**config.mk**
```make
export PLATFORM = sky130hd
export DESIGN_NAME = tt_um_window_sum_decoder
export DESIGN_NICKNAME = d
export VERILOG_FILES = /design/src/rtl/tt_um_window_sum_decoder.sv
export SDC_FILE = /design/constraint.sdc
export NUM_CORES = 1
export LEC_CHECK = 0
export BUFFER_PORTS_ARGS = -buffer_cell sky130_fd_sc_hd__buf_2
export CAP_MARGIN = 0
export CORE_ASPECT_RATIO = 0.5
export CORE_MARGIN = 4
export CORE_UTILIZATION = 40
export DETAILED_ROUTE_END_ITERATION = 10
export GPL_TIMING_DRIVEN = 0
export PLACE_DENSITY = 0.65
export SLEW_MARGIN = 15
export SYNTH_ARGS = -nofsm -noshare
export SYNTH_HDL_FRONTEND = slang
export SYNTH_SLANG_ARGS = --single-unit
export TNS_END_PERCENT = 50
```
**constraint.sdc**
```tcl
create_clock -name clk -period 2.5 [get_ports clk]
set_input_delay 0.375 -clock clk [delete_from_list [all_inputs] [get_ports clk]]
set_output_delay 0.375 -clock clk [all_outputs]
set_load 0.02 [all_outputs]
```
**src/rtl/tt_um_window_sum_decoder.sv**
```systemverilog
`default_nettype none
// ============================================================================
// Module   : tt_um_window_sum_decoder
// Brief    : Rebuilds 2-bit x/y/t samples from mod-4 moving-window sums
//            (inverse recurrence s[n] = S[n] - S[n-1] + s[n-W]).
//            Optional macro WSD_COUNT_EN exposes an accepted-sample counter
//            on uio_out.
// Revision : 1.0 - initial release
// ============================================================================
module tt_um_window_sum_decoder #(
    parameter int WINDOW_SIZE = 4
) (
    input  logic       clk,
    input  logic       rst_n,
    input  logic       ena,
    input  logic [7:0] ui_in,
    output logic [7:0] uo_out,
    input  logic [7:0] uio_in,
    output logic [7:0] uio_out,
    output logic [7:0] uio_oe
);

    localparam int         NUM_CH   = 3;
    localparam logic [3:0] FILL_MAX = 4'(WINDOW_SIZE);

    logic       in_valid;
    logic       sync;

    logic [1:0] prev_q [NUM_CH];
    logic [1:0] prev_d [NUM_CH];
    logic [1:0] hist_q [NUM_CH][WINDOW_SIZE];
    logic [1:0] hist_d [NUM_CH][WINDOW_SIZE];
    logic [1:0] out_q  [NUM_CH];
    logic [1:0] out_d  [NUM_CH];
    logic [1:0] recon  [NUM_CH];
    logic       out_valid_q;
    logic       out_valid_d;
    logic [3:0] fill_q;
    logic [3:0] fill_d;
    logic       primed;

    assign in_valid = ui_in[6];
    assign sync     = ui_in[7];

    // Natural 2-bit wrap implements the mod-4 difference and sum directly.
    always_comb begin
        for (int c = 0; c < NUM_CH; c++) begin
            recon[c] = ui_in[2*c +: 2] - prev_q[c] + hist_q[c][0];
        end
    end

    always_comb begin
        prev_d      = prev_q;
        hist_d      = hist_q;
        out_d       = out_q;
        fill_d      = fill_q;
        out_valid_d = 1'b0;
        if (sync) begin
            for (int c = 0; c < NUM_CH; c++) begin
                prev_d[c] = 2'd0;
                out_d[c]  = 2'd0;
                for (int i = 0; i < WINDOW_SIZE; i++) begin
                    hist_d[c][i] = 2'd0;
                end
            end
            fill_d = 4'd0;
        end else if (in_valid) begin
            for (int c = 0; c < NUM_CH; c++) begin
                prev_d[c] = ui_in[2*c +: 2];
                out_d[c]  = recon[c];
                for (int i = 0; i < WINDOW_SIZE - 1; i++) begin
                    hist_d[c][i] = hist_q[c][i+1];
                end
                hist_d[c][WINDOW_SIZE-1] = recon[c];
            end
            if (fill_q < FILL_MAX) begin
                fill_d = fill_q + 4'd1;
            end
            out_valid_d = 1'b1;
        end
    end

    always_ff @(posedge clk or negedge rst_n) begin
        if (!rst_n) begin
            for (int c = 0; c < NUM_CH; c++) begin
                prev_q[c] <= 2'd0;
                out_q[c]  <= 2'd0;
                for (int i = 0; i < WINDOW_SIZE; i++) begin
                    hist_q[c][i] <= 2'd0;
                end
            end
            fill_q      <= 4'd0;
            out_valid_q <= 1'b0;
        end else begin
            prev_q      <= prev_d;
            hist_q      <= hist_d;
            out_q       <= out_d;
            fill_q      <= fill_d;
            out_valid_q <= out_valid_d;
        end
    end

    assign primed = (fill_q == FILL_MAX);
    assign uo_out = {primed, out_valid_q, out_q[2], out_q[1], out_q[0]};

`ifdef WSD_COUNT_EN
    logic [7:0] cnt_q;
    logic [7:0] cnt_d;

    always_comb begin
        cnt_d = cnt_q;
        if (sync) begin
            cnt_d = 8'd0;
        end else if (in_valid) begin
            cnt_d = cnt_q + 8'd1;
        end
    end

    always_ff @(posedge clk or negedge rst_n) begin
        if (!rst_n) begin
            cnt_q <= 8'd0;
        end else begin
            cnt_q <= cnt_d;
        end
    end

    assign uio_out = cnt_q;
    assign uio_oe  = 8'hFF;
`else
    assign uio_out = 8'h00;
    assign uio_oe  = 8'h00;
`endif

    wire unused_ok = &{1'b0, ena, uio_in};

endmodule
`default_nettype wire

```
Word-level counts from Yosys, hierarchy flattened --
Cells that the tools add are included.
Cells by class: add/subtract/negate cells 7, multiply operators 0, div/mod/pow operators 0, order comparisons 1, eq/ne operators 1, shift-type cells 0, mux-type cells 11, bitwise gates (word level) 0, reductions and logical operators 3
Operator list (count):
- 24-bit 2-to-1 mux | 2
- 6-bit 2-to-1 mux | 4
- 4-bit 2-to-1 mux | 3
- 2-bit adder | 3
- 2-bit subtractor | 3
- 4-bit by 1-bit adder with 4-bit output, second input constant | 1
- 4-bit by 3-bit == test with 1-bit output, second input constant | 1
- 4-bit by 3-bit < comparator with 1-bit output, second input constant | 1
- 2-bit nonzero test | 2
- 1-bit 2-to-1 mux | 2
- 2-bit AND reduction | 1
Storage, ports and cells: bits in registers 41, latch bits 0, RAM bits 0, ROM bits 0, bits of input ports 19, output and inout bits 24, word-level logic and storage cells 43, memories kept 0

Longest topological paths before layout --
depth in word-level cells 4, gate-level depth with buffers 7, depth with buffers taken out 7

Worst setup path before layout --
No wires, ideal clock.
path kind flip-flop to flip-flop, start reg prev_q[4] (netlist bit), end reg hist_q[17] (netlist bit), library setup time 0.086 ns, arrival 1.493 ns, required time 2.414 ns, path slack 0.921 ns, cell stages (with the launch flop) 7, buffers on the path 0, clock period less this slack 1.579 ns, cell sequence dfrtp_1 > ha_1 > inv_1 > ha_1 > xor2_1 > or3b_1 > o221ai_2
Between the ends: cells in the longest elaborated chain, start to end 4
RTL lines:
- start: declaration | RTL line 29 | logic [1:0] prev_q [NUM_CH];
- start signal: assignment | RTL line 95 | prev_q <= prev_d;
- 2-bit subtractor | RTL line 48 | recon[c] = ui_in[2*c +: 2] - prev_q[c] + hist_q[c][0];
- 2-bit adder | RTL line 48
- 24-bit 2-to-1 mux | RTL line 67 | end else if (in_valid) begin
- 24-bit 2-to-1 mux | RTL line 58 | if (sync) begin
- end signal: assignment | RTL line 96 | hist_q <= hist_d;
- end: declaration | RTL line 31 | logic [1:0] hist_q [NUM_CH][WINDOW_SIZE];
Every way passes these cells. The select of a mux whose other input is x is not followed. A chain may end at the register's enable or synchronous reset.

Final worst setup path --
start reg fill_q[0], end out uo_out[7]
Between the ends: cells in the longest elaborated chain, start to end 1
RTL lines:
- start: declaration | RTL line 38 | logic [3:0] fill_q;
- start signal: assignment | RTL line 98 | fill_q <= fill_d;
- 4-bit by 3-bit == test with 1-bit output | RTL line 103 | assign primed = (fill_q == FILL_MAX);
- end: declaration | RTL line 17 | output logic [7:0] uo_out,
Every way passes these cells.

==> results by group <==
Run status
  – Outcome: finished, final reports clean

Logic synthesis
  – Cell variety after synth: 22
  – Synth Area in Compound Gates: 2.71%
  – Most frequent cell after synthesis: dfrtp_1
  – Synth cell count leaders: dfrtp_1, nor2_1, mux2i_1
  – Avg Synthesized Cell Area: 11.3 sq um
  – Mux share of post-synthesis cell area: 14.8%
  – Post-Synthesis Cells: 167
  – Main combinational cell family by area after synthesis: multiplexers
  – Synth Area in Adders: 5.29%
  – Register area share after synthesis: 46.3%
  – Synth area leaders: dfrtp_1, mux2i_1, buf_4
  – Mapped Area: 1890 sq um
  – Synth async-reset ratio: 100%
  – Synth Warn #: 0
  – Top_reg_cell synth: dfrtp_1
  – Synth top area share: 46.3%
  – Synth Area in XOR/XNOR: 5.42%
  – Post-synth EDFFs: 0
  – Post-Synth Simple-Gate Area: 10.9%
  – Cell accounting for the most synthesized area: dfrtp_1
  – FF+latch count, synth: 35

Routing
  – Post-DR wirelength/cell: 11.2 um
  – Final wirelength: 3040 um
  – Via density: 4.28
  – First DRT Iteration DRCs: 21
  – First drt pass iteration count: 2
  – Vias: 1160
  – DR DRC count: 0
  – Antenna viol nets, final: 0

Timing
  – Rel. slew slack: 48.2%
  – Fin Clk Skew: 0.00499 ns
  – Final setup vio count: 0
  – Fin crit period: 1.71 ns
  – Final Max Slew Viols: 0
  – Fmax: 586 MHz
  – Least-Margin Pin Slew: 0.777 ns
  – Final WS setup: 0.792 ns
  – Final hold vios: 0
  – Setup tns final: 0 ns
  – RSZ-0062 raised after global routing: no
  – Final worst-path cycle share: 68.3%

Final layout
  – Utilization after layout: 49.0%
  – # nets final: 232
  – Layout cells sized above 1: 28.3%
  – Cell area after layout: 2200 sq um
  – Number of diodes: 0
  – Fill cells: 429
  – Non-filler instance count after layout: 271
  – Area Growth Syn to Fin: 16.2%

Clocking
  – Post_cts resized: 0
  – Postcts setup bufs: 0
  – Htree depth: 2
  – Longest Clk Path Bufs: 2
  – Clock sinks: 35
  – Post-CTS Hold Buffers: 0
  – Clock Pin Slew Worst Setup and Hold Paths: 0.07 ns
  – Root Driver: clkbuf_8
  – CTS tree: done
  – Clock buffer count from CTS: 5
  – Worst skew pair latency: 0.28 ns

Floorplanning
  – CORE AREA: 4490 sq um
  – Die width: 105 um
  – Initial Utilization: 42.2%
  – Ports: 43
  – Cell Rows: 17
  – DIE AREA: 5960 sq um
  – Die H: 56.6 um

Critical path
  – Critical Path RT: 2.12 ns
  – Critical Path, Cell by Cell: inv_1 -> ha_1 -> and3_1 -> buf_4 -> buf_2
  – Critical Path AT: 1.33 ns
  – Crit path max-delay cell type: dfrtp_1
  – Crit path kind: flip-flop to output port
  – Worst Path Max Fanout: 3
  – Slowest cell delay on critical path: 0.38 ns
  – Critical Path Source Type: flip-flop
  – Critical Path End Type: output port

Global route
  – Total GRT Usage: 11.2%
  – Initial antenna violation count: 0
  – Congestion Overflow GR: 0
  – Pin count of the biggest net entering global routing: 36
  – Number of global-route vias before repair: 1160
  – First-pass GRT wire length: 5280 um

Pwr
  – Sw frac: 26.0%
  – Internal power: 0.000907 W
  – P_leak: 1.23 nW
  – Combinational share of power: 17.4%
  – Maximum VDD drop: 0.205 mV
  – Sequential share of power: 49.7%
  – Clock power share: 32.9%
  – Sw power: 0.000318 W
  – PD cells: 557 nW/um^2

Place
  – Post-place instance area: 2110 sq um
  – Port Buffers: 16
  – HPWL reported at the end of detailed placement: 2210 um
  – Gpl congestion: 0.711
  – Placed Cells: 264
  – Pre-CTS setup slack: 0.844 ns

Min path
  – Worst hold-check path type: input pin to asynchronous set/reset pin

Run
  – Max-cap violations: 0
## area by class of cell
| class | instances | area (sq um) | share of cell area (%) |
|---|---|---|---|
| plain buffers | 32 | 239 | 10.9 |
| clock buffers | 6 | 82.6 | 3.75 |
| clock inverters | 1 | 5.00 | 0.228 |
| inverters | 9 | 33.8 | 1.54 |
| multi-input cells | 106 | 801 | 36.4 |
| flip-flops and latches | 35 | 876 | 39.8 |
| well taps | 66 | 82.6 | 3.75 |
| repair buffers | 16 | 80.1 | 3.64 |
## per-layer routing
metal	wire (um)	vias to the layer above	GRT usage (%)
met5	0	-	0
met4	31	0	3.36
met3	203	4	5.05
met2	1350	31	17.6
met1	1450	542	13.9
li1	-	583	-
## power groups by stage
| stage | Clock [W] | Combinational [W] | Sequential [W] |
|---|---|---|---|
| floorplan | 0 | 0.000168 | 0.000614 |
| global placement | 0 | 0.000211 | 0.000618 |
| detailed placement | 0 | 0.000215 | 0.000620 |
| CTS | 0.000416 | 0.000215 | 0.000609 |
| global route | 0.000446 | 0.000235 | 0.000612 |
| finish | 0.000403 | 0.000213 | 0.000609 |
## cell families after synthesis
logic type,count (synthesis)
other,1
xor gates and xnor gates,7
buffers and inverters,41
muxes,28
and+or+nand+nor,43
DFF,35
AOI/OAI and AO/OA,4
adders and majority gates,8
## stage by stage
step	total power, W	hold slack (ns)
finish	0.00122	0.168
global route	0.00129	0.226
CTS	0.00124	0.202
detailed placement	0.000834	0.508
global placement	0.000829	0.495
floorplan	0.000782	0.0794
## cells in the final DEF, fill, tap and decap left out
master | synthesis | final
buf_6 | 1 | 1
o221ai_2 | 3 | 3
nand3_1 | 3 | 3
a31oi_1 | 1 | 1
buf_2 | 0 | 16
conb_1 | 1 | 16
xnor2_1 | 1 | 1
and3_1 | 1 | 1
inv_1 | 9 | 9
xnor3_1 | 3 | 3
dfrtp_1 | 35 | 35
nor2_1 | 31 | 31
ha_1 | 8 | 8
and2b_2 | 1 | 1
nor3b_2 | 1 | 1
clkbuf_8 | 1 | 7
clkbuf_1 | 3 | 3
clkinv_2 | 0 | 1
or3b_1 | 3 | 3
mux2i_1 | 28 | 28
xor2_1 | 3 | 3
buf_4 | 27 | 27
or2b_2 | 1 | 1
nand2b_1 | 2 | 2
## worst max-delay path: cells and delay by family (launching register included)
family,cells,cell delay (ns)
buffers and inverters,3,0.32
adders and majority gates,1,0.18
DFF,1,0.38
and+or+nand+nor,1,0.17
## worst paths after layout
kind	startpoint	end	slack, ns	cells past startpoint
worst max register to register	hist_q[22]	hist_q[17]	0.83	7
min in group clk	ui_in[4]	prev_q[0]	0.36	3
worst min register to register	prev_q[1]	prev_q[1]	0.52	2
max in group asynchronous	rst_n	hist_q[0]	1.84	1
worst max-delay path	fill_q[0]	uo_out[7]	0.79	5
worst min-delay path	rst_n	hist_q[5]	0.17	1
## flip-flops by register name (all words and copies together) (netlist names)
register and cells:
prev_q 6, fill_q 4, out_valid_q 1, hist_q 24
No activity file was read; power rests on OpenSTA's default activity.
